## config.mk

```make
export PLATFORM = sky130hd
export DESIGN_NAME = npu_intranet_mover
export DESIGN_NICKNAME = d
export VERILOG_FILES = /design/src/rtl/npu_pkg.sv /design/src/rtl/npu_requant.sv /design/src/rtl/npu_intranet_mover.sv
export SDC_FILE = /design/constraint.sdc
export NUM_CORES = 1
export LEC_CHECK = 0
export BUFFER_PORTS_ARGS = -buffer_cell sky130_fd_sc_hd__buf_2
export CORE_MARGIN = 5
export CORE_UTILIZATION = 50
export DETAILED_ROUTE_END_ITERATION = 6
export GPL_ROUTABILITY_DRIVEN = 0
export GPL_TIMING_DRIVEN = 0
export MAX_ROUTING_LAYER = met4
export PLACE_DENSITY = 0.72
export SLEW_MARGIN = 10
export SYNTH_ARGS = -nofsm -noshare
export SYNTH_HDL_FRONTEND = slang
export SYNTH_SLANG_ARGS = --single-unit
```

## constraint.sdc

```tcl
create_clock -name clk_i -period 9.71 [get_ports clk_i]
set_input_delay 1.4565 -clock clk_i [delete_from_list [all_inputs] [get_ports clk_i]]
set_output_delay 1.4565 -clock clk_i [all_outputs]
set_load 0.01 [all_outputs]
```

## src/rtl/npu_pkg.sv

```systemverilog
// Shared constants and types for the NPU intranet mover and its requantizer.
// Lane count, activation/accumulator widths, read latency and the mover FSM states.
package npu_pkg;
    localparam int INTRA_LANES = 4;
    localparam int LANE_W      = 2;
    localparam int ACT_WIDTH   = 8;
    localparam int ACC_WIDTH   = 32;
    localparam int RD_LAT      = 1;

    typedef enum logic [1:0] {
        ST_IDLE  = 2'd0,
        ST_RUN   = 2'd1,
        ST_DRAIN = 2'd2,
        ST_DONE  = 2'd3
    } intra_state_e;
endpackage

```

## src/rtl/npu_requant.sv

```systemverilog
// Combinational requantizer: arithmetic shift, optional ReLU, saturate int32 to int8.
// Shared with the SIMD path, so it carries no state.
module npu_requant
    import npu_pkg::*;
(
    input  logic [ACC_WIDTH-1:0] acc_i,
    input  logic [4:0]           shift_i,
    input  logic                 relu_en_i,
    output logic [ACT_WIDTH-1:0] act_o
);
    logic signed [ACC_WIDTH-1:0] shifted;

    always_comb begin
        shifted = $signed(acc_i) >>> shift_i;
        act_o   = '0;
        if (relu_en_i && (shifted < 32'sd0)) begin
            act_o = '0;
        end else if (shifted > 32'sd127) begin
            act_o = 8'h7f;
        end else if (shifted < -32'sd128) begin
            act_o = 8'h80;
        end else begin
            act_o = shifted[ACT_WIDTH-1:0];
        end
    end
endmodule

```

## src/rtl/npu_intranet_mover.sv

```systemverilog
// Moves int32 accumulators from the O-buffer banks into the A-buffer banks as packed int8x4,
// answering the controller's intranet start/end handshake.
module npu_intranet_mover
    import npu_pkg::*;
#(
    parameter int ARRAY_N    = 4,
    parameter int ADDR_WIDTH = 32,
    parameter int LEN_WIDTH  = 16,
    localparam int IDX_W     = (ARRAY_N > 1) ? $clog2(ARRAY_N) : 1
) (
    input  logic                  clk_i,
    input  logic                  rst_i,
    input  logic                  intranet_on_i,
    input  logic                  intra_sig_start_i,
    input  logic [ADDR_WIDTH-1:0] intra_o_base_addr_i,
    input  logic [ADDR_WIDTH-1:0] intra_a_base_addr_i,
    input  logic [LEN_WIDTH-1:0]  len_i,
    input  logic [4:0]            shift_i,
    input  logic                  relu_en_i,
    output logic                  intra_sig_end_o,
    output logic                  busy_o,
    output logic                  o_rd_en_o,
    output logic [IDX_W-1:0]      o_ram_idx_o,
    output logic [ADDR_WIDTH-1:0] o_read_addr_o,
    input  logic [31:0]           data_in_o_bram_i,
    output logic [31:0]           a_ram_w_data_o,
    output logic [ADDR_WIDTH-1:0] a_ram_w_addr_o,
    output logic [ARRAY_N-1:0]    a_ram_w_en_o
);
    // Handshake: a one-cycle start is taken only in IDLE with intranet_on_i high (otherwise
    // dropped); busy_o is high from the cycle after acceptance through the one-cycle end pulse.
    intra_state_e state, state_nxt;

    logic [ADDR_WIDTH-1:0] o_base_q, a_base_q;
    logic [LEN_WIDTH-1:0]  len_q, word_q, rd_word_q;
    logic [4:0]            shift_q;
    logic                  relu_q;
    logic [IDX_W-1:0]      bank_q, rd_bank_q;
    logic [LANE_W-1:0]     lane_q, rd_lane_q;
    logic                  drain_q, rd_vld_q;
    logic [23:0]           pack_q;
    logic [ACT_WIDTH-1:0]  act;
    logic                  accept, last_lane, last_word, last_rd;

    assign accept    = (state == ST_IDLE) && intranet_on_i && intra_sig_start_i;
    assign last_lane = (lane_q == LANE_W'(INTRA_LANES - 1));
    assign last_word = (word_q == len_q - LEN_WIDTH'(1));
    assign last_rd   = last_lane && last_word && (bank_q == IDX_W'(ARRAY_N - 1));

    always_ff @(posedge clk_i or posedge rst_i) begin
        if (rst_i) state <= ST_IDLE;
        else       state <= state_nxt;
    end

    always_comb begin
        state_nxt = state;
        unique case (state)
            ST_IDLE:  if (accept) state_nxt = (len_i == '0) ? ST_DONE : ST_RUN;
            ST_RUN:   if (last_rd) state_nxt = ST_DRAIN;
            ST_DRAIN: if (drain_q) state_nxt = ST_DONE;
            ST_DONE:  state_nxt = ST_IDLE;
            default:  state_nxt = ST_IDLE;
        endcase
    end

    always_comb begin
        o_rd_en_o       = (state == ST_RUN);
        o_ram_idx_o     = o_rd_en_o ? bank_q : '0;
        o_read_addr_o   = o_rd_en_o ? (o_base_q + (ADDR_WIDTH'(word_q) << 2) + ADDR_WIDTH'(lane_q)) : '0;
        intra_sig_end_o = (state == ST_DONE);
        busy_o          = (state != ST_IDLE);
    end

    // Configuration latch and bank/word/lane read counters (lane innermost, bank outermost).
    always_ff @(posedge clk_i or posedge rst_i) begin
        if (rst_i) begin
            o_base_q <= '0;
            a_base_q <= '0;
            len_q    <= '0;
            shift_q  <= '0;
            relu_q   <= 1'b0;
            bank_q   <= '0;
            word_q   <= '0;
            lane_q   <= '0;
            drain_q  <= 1'b0;
        end else begin
            if (accept) begin
                o_base_q <= intra_o_base_addr_i;
                a_base_q <= intra_a_base_addr_i;
                len_q    <= len_i;
                shift_q  <= shift_i;
                relu_q   <= relu_en_i;
                bank_q   <= '0;
                word_q   <= '0;
                lane_q   <= '0;
            end else if (state == ST_RUN) begin
                lane_q <= lane_q + 1'b1;
                if (last_lane) begin
                    if (last_word) begin
                        word_q <= '0;
                        bank_q <= bank_q + 1'b1;
                    end else begin
                        word_q <= word_q + 1'b1;
                    end
                end
            end
            drain_q <= (state == ST_DRAIN) ? ~drain_q : 1'b0;
        end
    end

    npu_requant u_requant (
        .acc_i     (data_in_o_bram_i),
        .shift_i   (shift_q),
        .relu_en_i (relu_q),
        .act_o     (act)
    );

    // Read-return pipeline: tags follow each read by one cycle to meet its data.
    always_ff @(posedge clk_i or posedge rst_i) begin
        if (rst_i) begin
            rd_vld_q       <= 1'b0;
            rd_bank_q      <= '0;
            rd_word_q      <= '0;
            rd_lane_q      <= '0;
            pack_q         <= '0;
            a_ram_w_data_o <= '0;
            a_ram_w_addr_o <= '0;
            a_ram_w_en_o   <= '0;
        end else begin
            rd_vld_q     <= o_rd_en_o;
            rd_bank_q    <= bank_q;
            rd_word_q    <= word_q;
            rd_lane_q    <= lane_q;
            a_ram_w_en_o <= '0;
            if (rd_vld_q) begin
                for (int i = 0; i < INTRA_LANES - 1; i++) begin
                    if (rd_lane_q == LANE_W'(i)) pack_q[i*ACT_WIDTH +: ACT_WIDTH] <= act;
                end
                if (rd_lane_q == LANE_W'(INTRA_LANES - 1)) begin
                    a_ram_w_en_o   <= ARRAY_N'(1) << rd_bank_q;
                    a_ram_w_addr_o <= a_base_q + ADDR_WIDTH'(rd_word_q);
                    a_ram_w_data_o <= {act, pack_q};
                end
            end
        end
    end
endmodule

```

==> results.md <==
- Area share of the largest cell type after synthesis: 0.411
- Arrival @ worst endpoint: 4.19 ns
- Critical Setup Path Class: reg2out
- Design Power: 5.03 mW
- Worst R2R Start: shift_q[3]$_DFFE_PP0P_
- Run status: completed
- Post-synth ARST share: 1.00
- Global-route usage over all layers: 0.273
- Number of hold-repair buffers added at the cts stage: 0
- Largest vdd supply drop: 0.000150 V
- # setup viols final: 0
- Final design utilization: 0.599
- Net count reported at finish: 1921
- DRT antenna net count: 0
- Final non-filler cell area: 16000 sq um
- Total nets after synthesis: 1665
- Distinct cell type count after synthesis: 72
- Highest attainable clock frequency: 177 MHz
- Number of remaining DRC errors: 0
- CTS max path bufs: 3
- Worst slew pin tran: 1.01 ns
- Total via count after detailed routing: 12600
- Source of the critical timing path: lane_q[0]$_DFFE_PP0P_
- CTS Buf Count: 26
- Synth Area per Inst: 9.02 sq um
- Leakage power: 7.90 nW
- Area leader, netlist: dfrtp_1
- Headroom to the max-slew limit: 0.322
- First-pass GRT wire length: 66.0 mm
- Die height: 174 um
- Clock insertion delay at the later pin of the skew report: 0.54 ns
- Area of the mapped netlist: 13500 sq um
- Primary FF master, synth: dfrtp_1
- Number of max-cap violations: 0
- Max H-tree Level: 1
- Cell at the root of the clock tree: clkbuf_16
- Post-route fraction of the period consumed by the critical path: 0.582
- R2R setup slack: 6.03 ns
- Avg WL per Cell: 19.4 um
- Worst Hold Class: reg2reg
- Count of warnings emitted by yosys: 0
- Ratio of cells with drive above 1 in the final layout: 0.205
- Total gr overflow: 0
- R2r endpoint: pack_q[2]$_DFFE_PP0P_
- Fraction of the yosys area taken by sequential cells: 0.411
- Detail Placement HPWL: 30.9 mm
- CP Max Fanout: 7
- Required arrival time at the worst endpoint: 8.25 ns
- Post-layout minimum cycle time: 5.65 ns
- Kind of end point of the critical path: output pin
- Power per standard cell area: 314 nW/um^2
- Number of global-route vias before repair: 12400
- Yosys reg bits: 222
- Count of input and output buffers: 226
- Clock-pin slew reported for the worst setup and hold paths after clock tree synthesis: 0.06 ns
- Final clock skew: 0.0164 ns
- Number of antenna violations at the first check in global routing: 5
- Capturing instance or port of the critical path: o_read_addr_o[30]
- Clock sink count: 222
- Initial cell density of the core: 0.504
- Largest cells by area after synthesis: dfrtp_1 (41%), nand2_1 (12%), mux4_2 (5.0%), ha_1 (4.0%), o21ai_0 (2.6%)
- Area of the die: 30400 sq um
- Area of the core region: 26800 sq um
- DRT Wirelength: 41.2 mm
- Site Rows: 60
- # Post-CTS Setup Buffers: 0
- Number of failing hold endpoints at the final stage: 0
- Drt first-iter violations: 1242
- Instance count of the mapped netlist: 1498
- Area of placed instances: 15100 sq um
- Detailed-routing iteration count for the pre-antenna-repair pass: 5
- Floorplan die width: 174 um
- Layout overhead on the synthesized area: 18.7%
- Depth of the worst register-to-register path: 10
- Maximum number of pins on one net before global-route repair: 110
- RSZ-0062 raised after global routing: no
- Number of resized instances in the post-cts repair step: 0
- DR vias/cell: 5.95
- Number of top-level design ports: 227
- CTS tree: built
- Final Slew Violations: 0
- Number of flops mapped to enable cells by yosys: 0
- Crit path launch type: register
power breakdown:
group	internal, mW	total (mW)	switching, mW
clock network	0.599	0.999	0.400
registers	1.31	1.60	0.298
logic	0.990	2.43	1.44
total	2.90	5.03	2.14
layout make-up:
class | count | area, sq um
Antenna cell | 5 | 12.5
Buffer | 74 | 322
Clock buffer | 36 | 758
Clock inverter | 11 | 125
Fill cell | 2383 | 10800
Inverter | 29 | 116
Multi-Input combinational cell | 1173 | 7540
Sequential cell | 222 | 5560
Tap cell | 341 | 427
Timing Repair Buffer | 228 | 1190
routing by layer:
metal / routed length, um / vias up / GRT usage
met5: 0 / - / -
met4: 1250 / 0 / 0.0831
met3: 3760 / 101 / 0.0513
met2: 18400 / 631 / 0.421
met1: 17700 / 6023 / 0.371
li1: - / 5852 / -
worst max-delay path, stage by stage, from the launching register on:
cell and delay (ns):
dfrtp_1 0.45, ha_1 0.24, fa_1 0.43, a211oi_1 0.28, o21ai_0 0.14, or3b_2 0.25
a311oi_1 0.11, nor4_1 0.88, nand2b_1 0.35, o21ai_0 0.14, a21boi_0 0.23, buf_2 0.18
per-stage QoR:
stage	worst slack [ns]	hold WS, ns	TNS [ns]	std cells
final	4.06	0.443	0	2119
after global routing	3.74	0.448	0	2119
after CTS	4.08	0.443	0	2114
after detailed placement	4.68	0.413	0	2067
after global placement	-0.267	0.412	-54.71	2065
after floorplan	2.18	0.390	0	1498
cells in the final DEF (no fill, tap or decap), types with 12 or more instances in the layout:
| cell type | netlist | layout |
|---|---|---|
| nor3_1 | 25 | 25 |
| dfrtp_1 | 222 | 222 |
| nand2b_1 | 12 | 12 |
| nor2_1 | 41 | 41 |
| o211ai_1 | 38 | 38 |
| mux4_2 | 30 | 30 |
| o21a_1 | 22 | 22 |
| clkbuf_16 | 0 | 26 |
| buf_2 | 11 | 237 |
| ha_1 | 43 | 43 |
| or3_1 | 12 | 12 |
| nand2_1 | 423 | 423 |
| clkbuf_1 | 47 | 50 |
| xnor2_1 | 30 | 30 |
| mux2_2 | 24 | 24 |
| inv_1 | 27 | 26 |
| nor2b_1 | 14 | 14 |
| xor2_1 | 24 | 24 |
| nor3b_1 | 12 | 12 |
| nor4_1 | 14 | 14 |
| a21o_1 | 15 | 15 |
| and3_1 | 31 | 31 |
| and2_1 | 32 | 32 |
| a22oi_1 | 12 | 12 |
| a211oi_1 | 12 | 12 |
| o21ai_0 | 70 | 70 |
| nand3_1 | 30 | 30 |
| mux2i_1 | 34 | 34 |
| a21oi_1 | 39 | 39 |
flip-flops by register name (all words and copies together), names as in the netlist, 2 cells and up:
register	flops
o_base_q	32
a_ram_w_en_o	4
rd_bank_q	2
len_q	16
shift_q	5
rd_lane_q	2
word_q	16
lane_q	2
a_base_q	32
rd_word_q	16
pack_q	24
a_ram_w_data_o	32
a_ram_w_addr_o	32
bank_q	2
state	2
cells in the mapped netlist (all sizes together), types with 14 or more instances:
cell type	n
mux2	24
o21a	22
nand3	30
o211ai	38
dfrtp	222
xor2	24
and3	31
ha	43
mux4	30
a21oi	39
nor2	42
nor4	14
mux2i	34
clkbuf	47
xnor2	30
and2	33
buf	27
a21o	15
inv	27
o21ai	77
nand2	423
nor2b	14
nor3	25
worst min path at each step:
stage | startpoint | end | depth (start not counted)
3_5_place_dp | drain_q$_DFF_PP0_ | drain_q$_DFF_PP0_ | 1
5_1_grt | drain_q$_DFF_PP0_ | drain_q$_DFF_PP0_ | 1
4_1_cts | drain_q$_DFF_PP0_ | drain_q$_DFF_PP0_ | 1
6_report | drain_q$_DFF_PP0_ | drain_q$_DFF_PP0_ | 1
3_3_place_gp | drain_q$_DFF_PP0_ | drain_q$_DFF_PP0_ | 1
2_1_floorplan | bank_q[1]$_DFFE_PP0P_ | rd_bank_q[1]$_DFF_PP0_ | 0
cells by family (layout without fill, tap and decap cells):
kind of cell	Yosys count	count (layout)	synth area share
simple gates	683	683	0.230
compound gates	303	303	0.154
flops	222	222	0.411
buf+inv	103	378	0.0318
mux	88	88	0.0952
xor+xnor	54	54	0.0350
fa+ha+maj	45	45	0.0428
other cells	0	5	0
Power figures use the tool's default switching activity.
